<file path="src/rtl/tcp_tx_serializer_if.sv">
`default_nettype none
// +-----------------------------------------------------------------------+
// | tcp_tx_serializer_if : 32-bit AXI4-Stream word channel with byte keep  |
// | Rev 1.0                                                                |
// +-----------------------------------------------------------------------+
interface tcp_tx_serializer_if;
  logic [31:0] tdata;
  logic [3:0]  tkeep;
  logic        tvalid;
  logic        tready;

  modport master (output tdata, output tkeep, output tvalid, input tready);
  modport slave  (input tdata, input tkeep, input tvalid, output tready);
endinterface
`default_nettype wire

</file>
<file path="src/rtl/tcp_tx_serializer.sv">
`default_nettype none
// +-----------------------------------------------------------------------+
// | tcp_tx_serializer : AXI4-Stream words -> SiTCP TX bytes, 1 byte/clk    |
// | Rev 1.0                                                                |
// +-----------------------------------------------------------------------+
module tcp_tx_serializer #(
  parameter int FIFO_DEPTH     = 16,
  parameter int BIG_ENDIAN     = 1,
  parameter int FLUSH_ON_CLOSE = 1
) (
  input  wire logic                          m_axi_aclk,
  input  wire logic                          m_axi_aresetn,
  tcp_tx_serializer_if.slave                 s_axis,
  input  wire logic                          tcp_open_ack,
  input  wire logic                          tcp_tx_full,
  output logic                               tcp_tx_wr,
  output logic [7:0]                         tcp_txd,
  output logic [$clog2(FIFO_DEPTH):0]        fifo_count,
  output logic [15:0]                        drop_count
);
  localparam int AW = $clog2(FIFO_DEPTH);

  typedef enum logic [0:0] {
    IDLE  = 1'b0,
    SHIFT = 1'b1
  } state_t;

  logic [35:0]   mem [FIFO_DEPTH];
  logic [35:0]   head;
  logic [AW-1:0] wr_ptr;
  logic [AW-1:0] rd_ptr;
  logic [AW:0]   count;
  logic          fifo_full;
  logic          fifo_empty;
  logic          flush;
  logic          push;
  logic          pop;
  logic          drop;

  state_t        state;
  state_t        state_nxt;
  logic [31:0]   sh_data;
  logic [31:0]   sh_data_nxt;
  logic [3:0]    rem_mask;
  logic [3:0]    rem_mask_nxt;
  logic [3:0]    mask_cleared;
  logic [1:0]    sel;
  logic          wr_nxt;
  logic [7:0]    txd_nxt;

  // count never exceeds FIFO_DEPTH (a power of two), so its MSB alone marks full
  assign fifo_full  = count[AW];
  assign fifo_empty = (count == '0);
  assign flush      = (FLUSH_ON_CLOSE != 0) && !tcp_open_ack;
  assign head       = mem[rd_ptr];

  assign s_axis.tready = m_axi_aresetn && (flush || !fifo_full);
  assign push          = s_axis.tvalid && s_axis.tready && !flush;
  assign drop          = s_axis.tvalid && s_axis.tready && flush;
  assign fifo_count    = count;

  // Walk lanes from lowest to highest priority so the last hit wins
  always_comb begin
    sel = 2'd0;
    for (int i = 3; i >= 0; i--) begin
      if (BIG_ENDIAN != 0) begin
        if (rem_mask[3 - i]) sel = 2'(3 - i);
      end else begin
        if (rem_mask[i]) sel = 2'(i);
      end
    end
  end

  assign mask_cleared = rem_mask & ~(4'b0001 << sel);

  always_comb begin
    state_nxt    = state;
    sh_data_nxt  = sh_data;
    rem_mask_nxt = rem_mask;
    wr_nxt       = 1'b0;
    txd_nxt      = tcp_txd;
    pop          = 1'b0;
    if (flush) begin
      state_nxt    = IDLE;
      sh_data_nxt  = '0;
      rem_mask_nxt = '0;
    end else if (tcp_open_ack) begin
      case (state)
        IDLE: begin
          if (!fifo_empty) begin
            pop          = 1'b1;
            sh_data_nxt  = head[31:0];
            rem_mask_nxt = head[35:32];
            state_nxt    = SHIFT;
          end
        end
        SHIFT: begin
          if (!tcp_tx_full) begin
            if (rem_mask != '0) begin
              wr_nxt  = 1'b1;
              txd_nxt = sh_data[{sel, 3'b000} +: 8];
            end
            rem_mask_nxt = mask_cleared;
            // Last lane of this word (or an all-zero keep): chain straight into the next one
            if (mask_cleared == '0) begin
              if (!fifo_empty) begin
                pop          = 1'b1;
                sh_data_nxt  = head[31:0];
                rem_mask_nxt = head[35:32];
              end else begin
                state_nxt = IDLE;
              end
            end
          end
        end
        default: state_nxt = IDLE;
      endcase
    end
  end

  always_ff @(posedge m_axi_aclk) begin
    if (!m_axi_aresetn) begin
      state      <= IDLE;
      sh_data    <= '0;
      rem_mask   <= '0;
      tcp_tx_wr  <= 1'b0;
      tcp_txd    <= '0;
      wr_ptr     <= '0;
      rd_ptr     <= '0;
      count      <= '0;
      drop_count <= '0;
    end else begin
      state     <= state_nxt;
      sh_data   <= sh_data_nxt;
      rem_mask  <= rem_mask_nxt;
      tcp_tx_wr <= wr_nxt;
      tcp_txd   <= txd_nxt;
      if (flush) begin
        wr_ptr <= '0;
        rd_ptr <= '0;
        count  <= '0;
      end else begin
        if (push) wr_ptr <= wr_ptr + 1'b1;
        if (pop)  rd_ptr <= rd_ptr + 1'b1;
        case ({push, pop})
          2'b10:   count <= count + 1'b1;
          2'b01:   count <= count - 1'b1;
          default: count <= count;
        endcase
      end
      if (drop && (drop_count != 16'hFFFF)) drop_count <= drop_count + 1'b1;
    end
  end

  always_ff @(posedge m_axi_aclk) begin
    if (push) mem[wr_ptr] <= {s_axis.tkeep, s_axis.tdata};
  end
endmodule
`default_nettype wire

</file>
<file path="src/flat_wrapper.sv">
// flat-port wrapper written by rule: the top's interface ports become plain ports
module tcp_tx_serializer_flat 
#(
  parameter int FIFO_DEPTH     = 16,
  parameter int BIG_ENDIAN     = 1,
  parameter int FLUSH_ON_CLOSE = 1
)
  (m_axi_aclk, m_axi_aresetn, tcp_open_ack, tcp_tx_full, tcp_tx_wr, tcp_txd, fifo_count, drop_count, s_axis_tdata, s_axis_tkeep, s_axis_tvalid, s_axis_tready);
  tcp_tx_serializer_if s_axis_i ();
  input  wire logic m_axi_aclk;
  input  wire logic m_axi_aresetn;
  input  wire logic tcp_open_ack;
  input  wire logic tcp_tx_full;
  output logic tcp_tx_wr;
  output logic [7:0] tcp_txd;
  output logic [$clog2(FIFO_DEPTH):0] fifo_count;
  output logic [15:0] drop_count;
  input wire logic [$bits(s_axis_i.tdata)-1:0] s_axis_tdata;
  input wire logic [$bits(s_axis_i.tkeep)-1:0] s_axis_tkeep;
  input wire logic [$bits(s_axis_i.tvalid)-1:0] s_axis_tvalid;
  output wire logic [$bits(s_axis_i.tready)-1:0] s_axis_tready;
  assign s_axis_i.tdata = s_axis_tdata;
  assign s_axis_i.tkeep = s_axis_tkeep;
  assign s_axis_i.tvalid = s_axis_tvalid;
  assign s_axis_tready = s_axis_i.tready;
  tcp_tx_serializer #(.FIFO_DEPTH(FIFO_DEPTH), .BIG_ENDIAN(BIG_ENDIAN), .FLUSH_ON_CLOSE(FLUSH_ON_CLOSE)) u_core (.m_axi_aclk(m_axi_aclk), .m_axi_aresetn(m_axi_aresetn), .s_axis(s_axis_i), .tcp_open_ack(tcp_open_ack), .tcp_tx_full(tcp_tx_full), .tcp_tx_wr(tcp_tx_wr), .tcp_txd(tcp_txd), .fifo_count(fifo_count), .drop_count(drop_count));
endmodule
</file>
<file path="config.mk">
export PLATFORM = sky130hd
export DESIGN_NAME = tcp_tx_serializer_flat
export DESIGN_NICKNAME = d
export VERILOG_FILES = /design/src/rtl/tcp_tx_serializer_if.sv /design/src/rtl/tcp_tx_serializer.sv /design/src/flat_wrapper.sv
export SDC_FILE = /design/constraint.sdc
export NUM_CORES = 1
export LEC_CHECK = 0
export BUFFER_PORTS_ARGS = -buffer_cell sky130_fd_sc_hd__buf_2
export CAP_MARGIN = 20
export CORE_ASPECT_RATIO = 1.2
export CORE_UTILIZATION = 45
export DETAILED_ROUTE_END_ITERATION = 10
export GPL_TIMING_DRIVEN = 0
export HOLD_SLACK_MARGIN = 0.06
export SYNTH_ARGS = -nofsm -noshare
export SYNTH_HDL_FRONTEND = slang
export SYNTH_SLANG_ARGS = --single-unit
</file>
<file path="constraint.sdc">
create_clock -name m_axi_aclk -period 4.37 [get_ports m_axi_aclk]
set_clock_uncertainty 0.1 [all_clocks]
set_input_delay 0.874 -clock m_axi_aclk [delete_from_list [all_inputs] [get_ports m_axi_aclk]]
set_output_delay 0.874 -clock m_axi_aclk [all_outputs]
set_load 0.005 [all_outputs]
</file>
==> flow_summary.toml, run 1 <==
[drt]
postRouteWirelength_um = 59400
ant_nets = 0
drt_iter0_markers = 1067
via_per_inst = 5.76
wl_per_cell_um = 27.7
first_pass_iters = 5
via_count = 12400
post-route-drc-count = 0

[timing]
maxSlewViolCount = 0
worstMarginPinSlew_ns = 1.08
slew_headroom_pct = 28.2
post-route-period-util_pct = 78.2
tns_ns = 0
period_needed_ns = 3.42
finalHoldViolations = 0
rsz0062_at_grt = "no"
fmaxAchievable_mhz = 293
final-setup-viol-count = 0

[critical_path]
max_stage_delay_ns = 0.53
critical_path_class = "reg -> reg"
crit_arrival_ns = 3.82
cp_max_fo = 9
startpoint_type = "register"
required_ns = 4.78
end_kind = "register"
cp_slowest_cell = "dfxtp_1"
crit_top_cell = "ha_1"
crit_chain = "a211oi_2 -> a211oi_4 -> nor2_4 -> and2_1 -> ha_1 -> clkbuf_1 -> xor2_1 -> ha_1 -> and3_1 -> o31ai_1 -> o32ai_1 -> a21oi_1 -> nor3b_2"

[clock_tree]
cts_resized = 0
clock_path_buffers = 3
tritoncts = "yes"
cts_setup_buffers = 0
clkSinkCount = 655
cts_buffers = 60
cts_max_level = 2
cts_root_buf = "clkbuf_16"
ctsHoldBuffers = 0
clk_pin_slew_ns = 0.06
clock_latency_ns = 0.63

[place]
io_buffers = 71
dp.final_hpwl_um = 36800
place_congestion = 0.801
placed_cells = 2036

[synth]
yosysTopAreaCellShare_pct = 68.2
syn-instance-count = 1214
synth.area.top_cells = "edfxtp_1, mux4_2, dfxtp_1, o2bb2ai_1, mux2i_1"
syn_area_um2 = 25400
seq_area_frac_synth_pct = 74.4
ys_ff_latch = 655
async_flop_share_pct = 0
syn-num-nets = 1264
synth_cell_types = 64
synth_largest_area_cell = "edfxtp_1"
syn_avg_cell_area_um2 = 20.9
synthFlopType = "edfxtp_1"
synth_warnings = 0
synth_edf_count = 576

[global_routing]
grt_pass1_vias = 12500
antenna_found_initial = 3
grt_pass1_wl_um = 85500
overflow = 0
grt_max_degree = 22
grt_usage_pct = 21.2

[floorplan]
die_x_um = 219
std_cell_rows = 94
die_area_um2 = 57300
initial_core_util_pct = 45.9
die_h_um = 262
io_pins = 72
core_region_area_um2 = 55300

[status]
status = "completed"

[pwr]
p_leak_nw = 9.08
ir_worst_vdd_v = 0.000346
p_per_area_nw_per_um2 = 411

[layout]
fin_cells = 2147
drive_gt1_share_pct = 29.7
area_delta_synth_final_pct = 15.1
nNetsFinal = 1428

[min_path]
hold_class = "reg -> reg"

[job]
maxCapViolations = 0
==> worst paths after layout <==
kind,start,endpoint,slack [ns],cells past startpoint
worst max register to register,u_core.rem_mask[1],u_core.fifo_count[4],0.95,13
worst min-delay path,u_core.sh_data[3],u_core.sh_data[3],0.36,1
worst min register to register,u_core.sh_data[3],u_core.sh_data[3],0.36,1
worst max-delay path,u_core.rem_mask[1],u_core.fifo_count[4],0.95,13
==> where the power goes <==
group          total [W]  leakage (nW)  internal, W  switching (W)
Sequential       0.00682          5.82      0.00682     0.00000856
Combinational   0.000259          2.38    0.0000926       0.000166
Clock            0.00493         0.881      0.00269        0.00224
Total             0.0120          9.08      0.00960        0.00242
==> metal layers <==
layer | track usage [%] | wire (µm) | share of wire [%] | vias up
met5 | 0 | 22 | 0.037 | -
met4 | 5.23 | 1100 | 1.9 | 4
met3 | 3.30 | 3050 | 5.1 | 73
met2 | 37.2 | 30900 | 52 | 367
met1 | 27.8 | 24300 | 41 | 6593
li1 | - | - | - | 5332
==> worst max-delay path: cells and delay by family (launching register included) <==
kind	cells	cell delay, ns
adder cells (fa/ha/maj)	2	0.45
XOR/XNOR	1	0.18
AND/OR/NAND/NOR	4	0.58
AO/OA/AOI/OAI	5	1.26
flip-flops	1	0.53
buffers and inverters	1	0.19
==> cell families (layout without fill, tap and decap cells) <==
| group | after synthesis | in the layout | share of synthesized area, % |
|---|---|---|---|
| xor+xnor | 20 | 20 | 0.690 |
| buf+inv | 105 | 316 | 1.98 |
| flops | 655 | 655 | 74.4 |
| fa+ha+maj | 9 | 9 | 0.444 |
| mux | 199 | 199 | 16.7 |
| simple gates | 132 | 132 | 2.81 |
| compound gates | 94 | 94 | 2.93 |
| other cells | 0 | 2 | 0 |
==> synth_stat cells (5+ instances only) <==
cell       number
a21oi_1         7
and2_1         17
and3_1          6
buf_1           5
buf_2          16
buf_6           6
clkbuf_1       32
clkinv_1       34
dfxtp_1        79
edfxtp_1      576
ha_1            9
inv_1           5
mux2i_1        19
mux4_2        180
nand2_1        33
nand3_1         6
nand4_1         7
nor2_1         29
nor3_1          8
o2111ai_1       5
o211a_1         8
o21ai_0        11
o2bb2ai_1      32
o31ai_1         5
xnor2_1        16
==> flip-flops by register name, summed over array words and instances (netlist names), named ones only <==
register	flops
u_core.mem	576
u_core.tcp_tx_wr	1
u_core.sh_data	32
u_core.state	1
u_core.fifo_count	5
u_core.drop_count	16
u_core.wr_ptr	4
u_core.rem_mask	4
u_core.tcp_txd	8
u_core.rd_ptr	4
==> layout make-up <==
type                            instances  area, µm²
Buffer                                 65        352
Inverter                               40        150
Multi-Input combinational cell        454       6120
Sequential cell                       655      18900
Clock buffer                           73       1550
Tap cell                              720        901
Timing Repair Buffer                  102        983
Clock inverter                         36        265
Antenna cell                            2       5.00
Fill cell                            4280      26100
==> cell usage in the layout (no fill, tap or decap), drive strengths merged, types with 4 or more instances in the layout <==
master    count
edfxtp      576
mux4        180
buf         135
clkbuf      105
dfxtp        79
clkinv       60
nand2        34
o2bb2ai      32
nor2         32
mux2i        19
and2         17
xnor2        16
o21ai        16
ha            9
o211a         8
inv           8
nor3          8
a21oi         7
nand4         7
nand3         7
and3          6
o2111ai       5
o31ai         5
clkinvlp      5
xor2          4
o211ai        4
nor3b         4
==> through the flow <==
| step | util, % | setup slack, ns | power [W] | hold slack [ns] | area [µm²] |
|---|---|---|---|---|---|
| 2_1_floorplan | - | 0.643 | 0.00708 | 0.332 | 25400 |
| 3_3_place_gp | 48.2 | -2.11 | 0.00720 | 0.345 | 26600 |
| 3_5_place_dp | 49.5 | 0.609 | 0.00722 | 0.349 | 27400 |
| 4_1_cts | 52.8 | 0.970 | 0.0121 | 0.366 | 29200 |
| 5_1_grt | 52.8 | 0.721 | 0.0123 | 0.379 | 29200 |
| 6_report | 52.8 | 0.954 | 0.0120 | 0.365 | 29200 |
Power figures use the tool's default switching activity.
==> run 2: changes to the inputs <==
==> constraint.sdc (replaced) <==
create_clock -name m_axi_aclk -period 3.2 [get_ports m_axi_aclk]
set_clock_uncertainty 0.1 [all_clocks]
set_input_delay 0.64 -clock m_axi_aclk [delete_from_list [all_inputs] [get_ports m_axi_aclk]]
set_output_delay 0.64 -clock m_axi_aclk [all_outputs]
set_load 0.005 [all_outputs]
==> run 2 against run 1 <==
Compared with the run above: fmax rose by 11%; combinational power rose by 38%; largest cell class unchanged; utilization rose by 0.55 points; final cell count is 0.42% higher; worst setup slack worse by 0.84 ns; via count rose by 0.62%.
==> flow_summary.toml, run 2 (synthesized netlist as in run 1, its figures left out) <==
[status]
status = "completed"

[pwr]
p_leak_nw = 9.23
ir_worst_vdd_v = 0.000398
total_power_w = 0.0172
p_per_area_nw_per_um2 = 582

[drt]
postRouteWirelength_um = 58700
via_count = 12400
first_pass_iters = 5
wl_per_cell_um = 27.2
drt_iter0_markers = 1204
ant_nets = 0
post-route-drc-count = 0
via_per_inst = 5.77

[timing]
slew_headroom_pct = 30.2
fmaxAchievable_mhz = 324
tns_ns = 0
worstMarginPinSlew_ns = 1.05
post-route-period-util_pct = 96.4
maxSlewViolCount = 0
period_needed_ns = 3.09
final-setup-viol-count = 0
finalHoldViolations = 0

[layout]
utilization_pct = 53.4
fillers = 4280
largestRegisters = "u_core.mem: 576 flops, u_core.sh_data: 32 flops, u_core.drop_count: 16 flops"
fin_area_um2 = 29500
drive_gt1_share_pct = 30.6
layout_commonest_cell = "edfxtp_1"
top_register = "u_core.mem"
multi_input_area_um2 = 6140
nNetsFinal = 1432
largest_reg_flops = 576
final_cell_mix = "edfxtp_1, mux4_2, buf_2"
area_delta_synth_final_pct = 16.3
regArea_um2 = 18900

[clock_tree]
cts_buffers = 66
ctsHoldBuffers = 0
clkSinkCount = 655
cts_root_buf = "clkbuf_16"
tritoncts = "yes"
clk_pin_slew_ns = 0.06
clock_path_buffers = 3
clock_latency_ns = 0.60
cts_max_level = 3

[place]
place_congestion = 0.817
dp.final_hpwl_um = 36300
placed_cell_area_um2 = 27400
io_buffers = 71

[critical_path]
max_stage_delay_ns = 0.59
critical_path_class = "reg -> reg"
end_kind = "register"
crit_chain = "or4_4 -> nor2_8 -> nor2_4 -> and2_1 -> ha_1 -> buf_4 -> xor2_1 -> ha_2 -> and3_1 -> o31ai_1 -> o32ai_1 -> a21oi_1 -> nor3b_2"
startpoint_type = "register"
cp_slowest_cell = "or4_4"
crit_family = "simple AND/OR/NAND/NOR gates"
required_ns = 3.57
cp_max_fo = 9
crit_arrival_ns = 3.46
path_buf_inv = 1

[global_routing]
grt_usage_pct = 21.1
grt_max_degree = 21
grt_pass1_wl_um = 85100
antenna_found_initial = 3
overflow = 0
grt_pass1_vias = 12600

[floorplan]
io_pins = 72
die_x_um = 219
initial_core_util_pct = 45.9
std_cell_rows = 94
die_area_um2 = 57300
die_h_um = 262
core_region_area_um2 = 55300

[min_path]
hold_class = "in -> reg"

[job]
maxCapViolations = 0
[run 2: what timing repair did]
action | in CTS | in global routing
resized for setup | 1 | 8
pin swaps | 4 | 2
endpoints found under the setup margin | 2 | 2
setup buffers | 2 | 2
[run 2: area by class of cell]
class / instances / share of cell area (%)
Clock buffer: 80 / 6.13
Timing Repair Buffer: 102 / 3.36
Tap cell: 720 / 3.05
Antenna cell: 1 / 0.00848
Multi-Input combinational cell: 454 / 20.8
Buffer: 63 / 1.17
Sequential cell: 655 / 64.0
Clock inverter: 41 / 0.979
Inverter: 40 / 0.509
[run 2: worst paths after layout]
path / from / endpoint / slack (ns) / cells after the start
max: u_core.fifo_count[1] / u_core.fifo_count[4] / 0.11 / 13
min: s_axis_tdata[31] / u_core.mem[6][31] / 0.30 / 1
min reg2reg: u_core.sh_data[29] / u_core.sh_data[29] / 0.36 / 1
max reg2reg: u_core.fifo_count[1] / u_core.fifo_count[4] / 0.11 / 13
[run 2: through the flow]
stage / std cells / hold WS, ns / setup slack [ns]
floorplan: 1214 / 0.332 / -0.293
global placement: 2005 / 0.347 / -3.08
detailed placement: 2032 / 0.347 / -0.334
CTS: 2155 / 0.264 / 0.00861
global route: 2155 / 0.303 / -0.0166
finish: 2156 / 0.304 / 0.114
[run 2: power breakdown]
part	internal (W)	switching, W	leakage (nW)
combinational	0.000131	0.000226	2.39
sequential	0.00931	0.0000122	5.82
clock	0.00429	0.00322	1.02
[run 2: metal layers]
layer | global-route usage (%) | wire length [µm]
met1 | 28.0 | 24400
met2 | 35.7 | 29800
met3 | 3.80 | 3260
met4 | 6.52 | 1240
met5 | 0 | 27
==> run 3: changes to the inputs <==
--- a/config.mk
+++ b/config.mk
@@ -8,10 +8,12 @@
 export BUFFER_PORTS_ARGS = -buffer_cell sky130_fd_sc_hd__buf_2
 export CAP_MARGIN = 20
 export CORE_ASPECT_RATIO = 1.2
+export CORE_MARGIN = 8
 export CORE_UTILIZATION = 45
 export DETAILED_ROUTE_END_ITERATION = 10
 export GPL_TIMING_DRIVEN = 0
 export HOLD_SLACK_MARGIN = 0.06
+export REMOVE_ABC_BUFFERS = 1
 export SYNTH_ARGS = -nofsm -noshare
 export SYNTH_HDL_FRONTEND = slang
 export SYNTH_SLANG_ARGS = --single-unit
==> run 3 against run 2 <==
Compared with the run above: critical path depth shrank 7; critical path type unchanged; design area decreased by 1.1%; via count decreased by 3.1%; global-route usage down 3.9 points; sequential power barely moved; largest power group unchanged; total power fell by 3.0%; register-to-register slack better by 0.05 ns; first-iteration DRC count shrank 18%; die area up 12%.
==> flow_summary.toml, run 3 (synthesized netlist as in run 1, its figures left out) <==
[status]
status = "completed"

[global_routing]
grt_pass1_wl_um = 81800
grt_pass1_vias = 12500
overflow = 0
grt_max_degree = 60
antenna_found_initial = 4
grt_usage_pct = 17.2

[layout]
layout_commonest_cell = "edfxtp_1"
area_delta_synth_final_pct = 15.1
final_cell_mix = "edfxtp_1, mux4_2, buf_2, dfxtp_1, clkbuf_16"
largest_reg_flops = 576
nNetsFinal = 1381
largestRegisters = "u_core.mem: 576 flops, u_core.sh_data: 32 flops, u_core.drop_count: 16 flops"
utilization_pct = 52.3
drive_gt1_share_pct = 30.2
top_register = "u_core.mem"

[clock_tree]
clkSinkCount = 655
cts_buffers = 61
clock_path_buffers = 3
tritoncts = "yes"
cts_max_level = 2
clock_latency_ns = 0.63
cts_root_buf = "clkbuf_16"
clk_pin_slew_ns = 0.06

[drt]
via_per_inst = 5.72
first_pass_iters = 5
post-route-drc-count = 0
postRouteWirelength_um = 55400
ant_nets = 0
via_count = 12100
wl_per_cell_um = 26.3
drt_iter0_markers = 983

[min_path]
hold_class = "in -> reg"

[pwr]
ir_worst_vdd_v = 0.000464
p_leak_nw = 9.05
p_per_area_nw_per_um2 = 571

[timing]
worstMarginPinSlew_ns = 1.00
slew_headroom_pct = 32.8
period_needed_ns = 3.04
tns_ns = 0
finalHoldViolations = 0
post-route-period-util_pct = 94.9
rsz0062_at_grt = "no"
fmaxAchievable_mhz = 329
final-setup-viol-count = 0
maxSlewViolCount = 0

[critical_path]
startpoint_type = "register"
path_buf_inv = 3
critical_path_class = "reg -> reg"
rrSetupSlack_ns = 0.16
crit_top_cell = "buf_6"
cp_max_fo = 10
cp_slowest_cell = "nor3_2"
max_stage_delay_ns = 0.84
required_ns = 3.44
crit_arrival_ns = 3.27
crit_family = "simple AND/OR/NAND/NOR gates"
crit_chain = "and4b_1 -> nand2_1 -> nor3_2 -> buf_6 -> buf_8 -> buf_6"
end_kind = "register"

[floorplan]
die_h_um = 276
std_cell_rows = 95
die_area_um2 = 64300
io_pins = 72
die_x_um = 233
core_region_area_um2 = 55900
initial_core_util_pct = 45.4

[place]
dp.final_hpwl_um = 32700
io_buffers = 71
place_congestion = 0.777

[job]
maxCapViolations = 0
==> run 3: path summary, 6_finish.rpt <==
| path | from | to | depth (start not counted) |
|---|---|---|---|
| setup reg to reg | u_core.fifo_count[4] | u_core.mem[1][13] | 6 |
| hold reg to reg | u_core.sh_data[27] | u_core.sh_data[27] | 1 |
| setup / recovery | u_core.fifo_count[4] | u_core.mem[1][13] | 6 |
| hold / removal | s_axis_tdata[10] | u_core.mem[11][10] | 1 |
==> run 3: timing repair <==
item / 4_1_cts / 5_1_grt
setup buffers: 1 / 3
gates resized for setup: 5 / 5
hold buffers: 0 / 0
setup endpoints to repair: 4 / 2
pin swaps: 1 / 2
==> run 3: through the flow <==
stage	hold WS, ns	instance area (µm²)	instances	power (W)	setup slack [ns]
CTS	0.243	29200	2103	0.0168	0.0319
detailed placement	0.347	27200	1991	0.00984	-0.621
finish	0.286	29200	2108	0.0167	0.163
global placement	0.345	26300	1947	0.00984	-7.21
floorplan	0.332	25000	1149	0.00967	-4.22
global route	0.260	29200	2106	0.0172	0.00180
==> run 3: report_power, final <==
group          total (W)  switching, W  internal, W
logic           0.000340      0.000215     0.000125
clock network    0.00701       0.00308      0.00394
registers        0.00932     0.0000156      0.00930
==> run 3: area by class of cell <==
| cell class | instances | area, µm² |
|---|---|---|
| fillers | 4394 | 26700 |
| diodes | 2 | 5.00 |
| well taps | 727 | 910 |
| inverters | 40 | 150 |
| multi-input cells | 454 | 6130 |
| repair buffers | 119 | 1200 |
| clock buffers | 89 | 1670 |
| flip-flops and latches | 655 | 18900 |
| clock inverters | 22 | 234 |
==> run 3: per-layer routing <==
| layer | vias to the layer above | global-route usage [%] | share of wire (%) |
|---|---|---|---|
| met1 | 6449 | 22.5 | 42 |
| met4 | 2 | 4.38 | 2.0 |
| met5 | - | 0 | 0.023 |
| met2 | 296 | 29.3 | 51 |
| met3 | 80 | 3.15 | 5.1 |
| li1 | 5237 | - | - |
